### src/rtl/logic_unit_arbiter.sv
// logic_unit_arbiter
//
// Shares one registered bitwise logic unit (AND/OR/XOR/NAND) between N_REQ
// requesters. One operation is in flight at a time. Each result is returned
// together with the index of the requester that issued it.
//
// Build option: define LOGIC_ARB_FIXED_PRIO_EN to replace the round-robin
// arbiter with fixed priority, where the lowest index wins. In that build the
// round-robin pointer does not exist. Everything else is identical.
//
// Handshake semantics (request and response sides):
//   A transfer happens on a rising edge where valid and ready are both high.
//   On the request side, req_ready is a one-hot grant offered only in IDLE. It
//   depends combinationally on req_valid and the pointer, never on rsp_ready.
//   A requester that drops req_valid before it is granted is simply skipped,
//   because nothing is queued inside the block.
//   On the response side, rsp_valid stays high in RESP. rsp_data and rsp_id
//   hold stable until an edge with rsp_ready high. Outside RESP, rsp_ready is
//   ignored.
//
// Sequence: accept on edge k (IDLE->EXEC), compute on edge k+1 (EXEC->RESP),
// response visible from then until the consumer takes it.
// Asserting rst aborts any transaction. rst clears every output at once,
// without waiting for a clock edge.

module logic_unit_arbiter #(
  parameter int N_REQ = 4,
  parameter int WIDTH = 8,
  parameter int ID_W  = $clog2(N_REQ)
) (
  input  logic                   clk,
  input  logic                   rst,
  input  logic [N_REQ-1:0]       req_valid,
  output logic [N_REQ-1:0]       req_ready,
  input  logic [N_REQ*WIDTH-1:0] req_a,
  input  logic [N_REQ*WIDTH-1:0] req_b,
  input  logic [N_REQ*2-1:0]     req_op,
  output logic                   rsp_valid,
  input  logic                   rsp_ready,
  output logic [WIDTH-1:0]       rsp_data,
  output logic [ID_W-1:0]        rsp_id,
  output logic                   busy
);

  // Op codes of the shared logic unit
  localparam logic [1:0] OP_AND  = 2'b00;
  localparam logic [1:0] OP_OR   = 2'b01;
  localparam logic [1:0] OP_XOR  = 2'b10;
  localparam logic [1:0] OP_NAND = 2'b11;

  typedef enum logic [1:0] {
    IDLE = 2'b00,
    EXEC = 2'b01,
    RESP = 2'b10
  } state_t;

  state_t state;
  state_t next_state;

  // The arbiter result: winner index and whether any requester is valid
  logic [ID_W-1:0] win;
  logic            found;

  // Strobes decoded by the FSM
  logic            accept;
  logic            load_rsp;

  // Operands latched at accept, so later input changes have no effect
  logic [WIDTH-1:0] a_q;
  logic [WIDTH-1:0] b_q;
  logic [1:0]       op_q;
  logic [ID_W-1:0]  id_q;

  // Packed request buses split per requester, so they can be indexed by win
  logic [WIDTH-1:0] a_arr  [N_REQ];
  logic [WIDTH-1:0] b_arr  [N_REQ];
  logic [1:0]       op_arr [N_REQ];

  for (genvar i = 0; i < N_REQ; i++) begin : g_unpack
    assign a_arr[i]  = req_a[i*WIDTH +: WIDTH];
    assign b_arr[i]  = req_b[i*WIDTH +: WIDTH];
    assign op_arr[i] = req_op[i*2 +: 2];
  end

  // The shared datapath: a full-width bitwise operation
  function automatic logic [WIDTH-1:0] logic_op(input logic [1:0]       op,
                                                input logic [WIDTH-1:0] a,
                                                input logic [WIDTH-1:0] b);
    logic [WIDTH-1:0] r;
    case (op)
      OP_AND:  r = a & b;
      OP_OR:   r = a | b;
      OP_XOR:  r = a ^ b;
      OP_NAND: r = ~(a & b);
      default: r = '0;
    endcase
    return r;
  endfunction

`ifdef LOGIC_ARB_FIXED_PRIO_EN

  // Fixed priority: the lowest-index valid requester wins. The loop scans
  // downward so that the last assignment is the lowest valid index.
  always_comb begin
    win   = '0;
    found = 1'b0;
    for (int k = N_REQ - 1; k >= 0; k--) begin
      if (req_valid[ID_W'(k)]) begin
        win   = ID_W'(k);
        found = 1'b1;
      end
    end
  end

`else

  // Round-robin pointer: the next search starts at the requester after the
  // last winner.
  logic [ID_W-1:0] ptr;
  logic [ID_W-1:0] ptr_next;
  logic [ID_W:0]   cand;

  // Round-robin search: the first valid bit at or after ptr, with wrap.
  // ptr and k are both below N_REQ, so one conditional subtract wraps cand.
  always_comb begin
    win   = '0;
    found = 1'b0;
    cand  = '0;
    for (int k = 0; k < N_REQ; k++) begin
      cand = {1'b0, ptr} + (ID_W+1)'(k);
      if (cand >= (ID_W+1)'(N_REQ)) begin
        cand = cand - (ID_W+1)'(N_REQ);
      end
      if (!found && req_valid[cand[ID_W-1:0]]) begin
        win   = cand[ID_W-1:0];
        found = 1'b1;
      end
    end
  end

  // Pointer successor of the current winner, modulo N_REQ
  always_comb begin
    ptr_next = '0;
    if (win != ID_W'(N_REQ - 1)) begin
      ptr_next = win + ID_W'(1);
    end
  end

  // Advance the pointer past each accepted requester
  always_ff @(posedge clk or posedge rst) begin
    if (rst) begin
      ptr <= '0;
    end else if (accept) begin
      ptr <= ptr_next;
    end
  end

`endif

  // FSM state register
  always_ff @(posedge clk or posedge rst) begin
    if (rst) begin
      state <= IDLE;
    end else begin
      state <= next_state;
    end
  end

  // Next-state and grant/strobe decode. Grants are masked by rst so that
  // req_ready stays low for the whole reset.
  always_comb begin
    next_state = state;
    req_ready  = '0;
    accept     = 1'b0;
    load_rsp   = 1'b0;
    case (state)
      IDLE: begin
        if (found && !rst) begin
          req_ready[win] = 1'b1;
          accept         = 1'b1;
          next_state     = EXEC;
        end
      end
      EXEC: begin
        load_rsp   = 1'b1;
        next_state = RESP;
      end
      RESP: begin
        if (rsp_ready) begin
          next_state = IDLE;
        end
      end
      default: begin
        next_state = IDLE;
      end
    endcase
  end

  // Status outputs follow the state directly, so a reset clears them at once
  always_comb begin
    rsp_valid = (state == RESP);
    busy      = (state != IDLE);
  end

  // Capture the winner's operation at accept
  always_ff @(posedge clk or posedge rst) begin
    if (rst) begin
      a_q  <= '0;
      b_q  <= '0;
      op_q <= '0;
      id_q <= '0;
    end else if (accept) begin
      a_q  <= a_arr[win];
      b_q  <= b_arr[win];
      op_q <= op_arr[win];
      id_q <= win;
    end
  end

  // Register the result in EXEC. It is then held until the next EXEC.
  always_ff @(posedge clk or posedge rst) begin
    if (rst) begin
      rsp_data <= '0;
      rsp_id   <= '0;
    end else if (load_rsp) begin
      rsp_data <= logic_op(op_q, a_q, b_q);
      rsp_id   <= id_q;
    end
  end

endmodule

### config.mk
export PLATFORM = sky130hd
export DESIGN_NAME = logic_unit_arbiter
export DESIGN_NICKNAME = d
export VERILOG_FILES = /design/src/rtl/logic_unit_arbiter.sv
export SDC_FILE = /design/constraint.sdc
export NUM_CORES = 1
export LEC_CHECK = 0
export BUFFER_PORTS_ARGS = -buffer_cell sky130_fd_sc_hd__buf_2
export CORE_ASPECT_RATIO = 1.4
export CORE_MARGIN = 4
export CORE_UTILIZATION = 45
export DETAILED_ROUTE_END_ITERATION = 16
export GPL_TIMING_DRIVEN = 0
export PLACE_DENSITY = 0.84
export SKIP_CTS_REPAIR_TIMING = 1
export SYNTH_ARGS = -nofsm -noshare
export SYNTH_HDL_FRONTEND = slang
export SYNTH_SLANG_ARGS = --single-unit
### constraint.sdc
create_clock -name clk -period 1.7 [get_ports clk]
set_input_delay 0.085 -clock clk [delete_from_list [all_inputs] [get_ports clk]]
set_output_delay 0.085 -clock clk [all_outputs]
set_load 0.005 [all_outputs]
==> Yosys cells after proc, flatten, opt, wreduce, memory -nomap -nowiden <==
Index checks and enable logic that the tools add are counted.
{ "totals": {"regBits": 34, "input_bits": 79, "output_inout_bits": 16, "elab_cells": 94} }
{ "op_classes": {"addsub": 8, "order_cmp": 11, "n_eq_ne": 8, "mux": 41, "bitwise_logic": 5, "reduce_logical": 13} }
{ "ops": {"columns": ["operator", "n"], "rows": [
  ["$bmux 8 s2", 2],
  ["$mux 8", 4],
  ["$pmux 8 s4", 1],
  ["$mux 2", 13],
  ["$lt 2x3->1 const B", 5],
  ["$ge 3x3->1 const B", 4],
  ["$mux 1", 12],
  ["$and 8x8->8", 1],
  ["$bmux 1 s2", 4],
  ["$mux 4", 2],
  ["$not 8->8", 1],
  ["$or 8x8->8", 1],
  ["$sub 2x1->2 const B", 4],
  ["$xor 8x8->8", 1],
  ["$add 2x2->3 const B", 2],
  ["$eq 2x2->1 const B", 3],
  ["$pmux 2 s3", 1],
  ["$logic_and 1x1->1", 5],
  ["$bmux 2 s2", 1],
  ["$eq 2x1->1 const B", 2],
  ["$logic_not 1->1", 4],
  ["$logic_not 2->1", 2],
  ["$ne 2x2->1 const B", 2],
  ["$add 2x1->3 const B", 1],
  ["8 further kinds", 8]
]} }

==> Logic depth before layout (Yosys ltp) <==
{ "depth": {"depth_word": 20, "ltp_mapped": 7, "mapped_depth_nobuf": 7} }

==> Worst setup path after synthesis <==
Ideal clock, no wire load.
{ "synth_path": {"path_type": "register to register", "start": "reg state[1]", "end": "reg a_q[0]", "arrival_ns": 1.651, "t_required_ns": 1.631, "setup_slack_ns": -0.020, "stages_incl_launch_ff": 7, "n_path_buf": 1, "period_less_slack_ns": 1.720, "path_cell_list": "dfrtp_1 > or2_1 > or3_4 > nor4_4 > buf_2 > a32oi_1 > nand3_1"} }
{ "synth_via": {"elab_chain_len": 2} }
{ "synth_lines": {"columns": ["item", "line_no", "text"], "rows": [
  ["start, declared", "57", "state_t state;"],
  ["start signal, assigned", "165", "state <= next_state;"],
  ["$logic_not 2->1", "176", "case (state)"],
  ["$mux 1", "176", null],
  ["end signal, assigned", "213", "a_q <= a_arr[win];"],
  ["end, declared", "69", "logic [WIDTH-1:0] a_q;"]
]} }
Every way passes these cells.
A chain may end at the register's enable or synchronous reset.

==> Worst setup path in the final report <==
{ "layout_path": {"start": "reg state[0]", "end": "out req_ready[1]"} }
{ "layout_via": {"elab_chain_len": 2} }
{ "layout_lines": {"columns": ["item", "line_no", "text"], "rows": [
  ["$logic_not 2->1", "176", null],
  ["$mux 4", "176", null],
  ["end, declared", "34", "output logic [N_REQ-1:0] req_ready,"]
]} }
Every way passes these cells.

==> impl_metrics.env <==
export IMPL_die_w_um=72.0
export IMPL_timing_hold_ws_ps=-80.6
export IMPL_drt_iter0_drc=202
export IMPL_synthTopCellsByArea="dfrtp_1 33%, ha_1 8.3%, nand3_1 6.8%, a211o_1 5.8%, a32oi_1 5.8%"
export IMPL_synth_top_area_cell="dfrtp_1"
export IMPL_clockPowerShare_pct=11.9
export IMPL_rsz0062_at_grt="true"
export IMPL_pwr_share_comb_pct=60.3
export IMPL_min_path_type="in2async"
export IMPL_core_um2=5530
export IMPL_ant_nets=0
export IMPL_period_share_pct=125
export IMPL_required_ps=1620
export IMPL_final_setup_viol_count=25
export IMPL_crit_path_start_kind="flop"
export IMPL_htreeDepth=2
export IMPL_crit_arrival_ps=2040
export IMPL_ys_flop_type="dfrtp_1"
export IMPL_min_period_ps=2130
export IMPL_avgSynthCellArea_um2=8.51
export IMPL_switching_share_pct=44.2
export IMPL_timing_hold_violations_final=34
export IMPL_pwr_share_seq_pct=27.7
export IMPL_wire_per_inst_um=17.0
export IMPL_tightest_slew_ps=726
export IMPL_fin_worst_skew_ps=9.07
export IMPL_peakVddDrop_mv=0.609
export IMPL_drive_gt1_share_pct=39.2
export IMPL_synth_top_area_share_pct=33.0
export IMPL_grt_max_degree=35
export IMPL_wirelength_um=8360
export IMPL_gp_congestion=0.850
export IMPL_violations="hold timing, setup timing"
export IMPL_fin_setup_tns_ps=-5120
export IMPL_grt_pass1_vias=2819
export IMPL_grt_pass1_wl_um=13000
export IMPL_start_util_pct=46.6
export IMPL_dieArea_um2=7020
export IMPL_drv_slew=0
export IMPL_insertion_delay_ps=300
export IMPL_setup_slack_ps=-430
export IMPL_area_growth_pct=39.1
export IMPL_status="finished with violations"
export IMPL_drv_cap=0
export IMPL_ys_warn_count=0
export IMPL_seq_area_frac_synth_pct=33.0
export IMPL_cts_tree="yes"
export IMPL_p_per_area_nw_per_um2=1480
export IMPL_diodes=0
export IMPL_synth_cell_types=37
export IMPL_port_buffers=94
export IMPL_cts_buffer_depth=2
export IMPL_drt_pre_antenna_iters=5
export IMPL_critPathKind="reg2out"
export IMPL_cts_buffers=5
export IMPL_remaining_drc_errors=0
export IMPL_vias=2900
export IMPL_cp_end_kind="output port"
export IMPL_synth_edf_count=0
export IMPL_p_int_w=0.00296
export IMPL_max_stage_delay_ps=380
export IMPL_antenna_found_initial=0
export IMPL_die_y_um=97.5
export IMPL_io_pins=95
export IMPL_synth_area_um2=2580
export IMPL_timing_fmax_mhz=470
export IMPL_syn_nets=399
export IMPL_grt_overflow=0
export IMPL_synth_seq_cells=34
export IMPL_synth_async_reset_ratio_pct=100
export IMPL_cts_root_buffer="clkbuf_8"
export IMPL_crit_chain="or2_1 > or3_4 > nor4_4 > buf_6 > and2_1 > buf_2"
export IMPL_p_leak_nw=1.76
export IMPL_synthCells=303
export IMPL_num_rows=32
export IMPL_cts_clk_slew_worst_paths_ps=70
export IMPL_worst_path_max_delay_cell="dfrtp_1"
export IMPL_relSlewSlack_pct=51.6
export IMPL_reg2reg_depth=8
export IMPL_numClockSinks=34
export IMPL_p_sw_w=0.00235
export IMPL_via_per_inst=5.89
export IMPL_dp_final_hpwl_um=6160
export IMPL_layout_nets=519
export IMPL_fillCellCount=450
export IMPL_path_max_fanout=8
export IMPL_grt_total_usage_pct=22.9
## state kept, by name, indices dropped and copies added, names as in the netlist
register	count
a_q	8
b_q	8
id_q	2
op_q	2
ptr	2
rsp_data	8
rsp_id	2
state	2
## critical path: cells and delay by family (launching register included)
| family | cells | cell delay (ps) |
|---|---|---|
| and+or+nand+nor | 4 | 1080 |
| DFF | 1 | 380 |
| buffers and inverters | 2 | 280 |
## final timing paths
path	from	to	slack, ps
max in group asynchronous	rst	ptr[0]	1270
min in group clk	req_a[5]	a_q[5]	40
worst min register to register	rsp_data[4]	rsp_data[4]	470
worst min-delay path	rst	ptr[1]	-80
worst max-delay path	state[0]	req_ready[1]	-430
worst max register to register	state[0]	b_q[4]	-260
## logic make-up after synthesis
kind of cell    synth area share, %
simple gates                   20.4
buf+inv                        8.83
flops                          33.0
compound gates                 26.7
mux                            2.77
fa+ha+maj                      8.25
## through the flow
stage	worst slack (ps)	cells	utilization (%)	total power (W)	area (um^2)
floorplan	10.1	303	-	0.00336	2580
finish	-430	492	64.9	0.00531	3580
global route	-526	492	64.9	0.00575	3580
global placement	-208	465	56.8	0.00399	3140
CTS	-442	473	58.4	0.00476	3230
detailed placement	-289	465	56.8	0.00412	3140
## cells in the mapped netlist (2+ instances only)
master / n
a211o_1: 17
a211oi_1: 8
a21o_1: 2
a21oi_1: 12
a32oi_1: 17
and2_1: 4
buf_2: 11
buf_4: 2
clkbuf_1: 14
dfrtp_1: 34
ha_1: 17
inv_1: 27
mux2i_1: 6
nand2_1: 15
nand2b_1: 4
nand3_1: 35
nand4_1: 17
nor2_1: 16
o21ai_0: 11
o31ai_1: 17
## metal layers
| layer | up-vias | share of wire (%) | GRT usage (%) |
|---|---|---|---|
| li1 | 1369 | - | - |
| met1 | 1382 | 38 | 26.3 |
| met2 | 124 | 54 | 41.6 |
| met3 | 25 | 5.9 | 3.11 |
| met4 | 0 | 2.7 | 9.26 |
| met5 | - | 0 | 0 |
## cells in the final DEF, fill, tap and decap left out, types with 2 or more instances in the layout
cell type | synthesis | layout
o21ai_0 | 11 | 11
clkbuf_1 | 14 | 8
clkbuf_8 | 0 | 6
nand4_1 | 17 | 17
buf_8 | 0 | 3
nand2_1 | 15 | 14
o31ai_1 | 17 | 14
nor2_1 | 16 | 16
nand3_1 | 35 | 35
buf_4 | 2 | 22
a32oi_2 | 0 | 3
a21oi_1 | 12 | 12
dfrtp_1 | 34 | 33
a211o_1 | 17 | 17
inv_1 | 27 | 26
buf_6 | 0 | 8
and2_4 | 0 | 3
clkbuf_2 | 0 | 5
buf_2 | 11 | 95
mux2i_1 | 6 | 5
o31ai_2 | 0 | 3
nand2b_1 | 4 | 3
nor3_4 | 0 | 2
ha_1 | 17 | 16
a32oi_1 | 17 | 14
a211oi_1 | 8 | 8
## power by group through the flow
stage / logic [W] / registers [W] / clock network, W
finish: 0.00320 / 0.00147 / 0.000633
detailed placement: 0.00265 / 0.00146 / 0
CTS: 0.00267 / 0.00145 / 0.000631
global route: 0.00355 / 0.00153 / 0.000661
global placement: 0.00256 / 0.00144 / 0
floorplan: 0.00195 / 0.00141 / 0
## layout make-up
class	count	area (um^2)	share of cell area, %
Multi-Input combinational cell	214	1620	45.1
Sequential cell	34	852	23.8
Timing Repair Buffer	115	644	18.0
Buffer	26	193	5.38
Inverter	27	101	2.83
Clock buffer	7	86.3	2.41
Tap cell	68	85.1	2.37
Clock inverter	1	5.00	0.140
(Power assumes the default switching activity.)
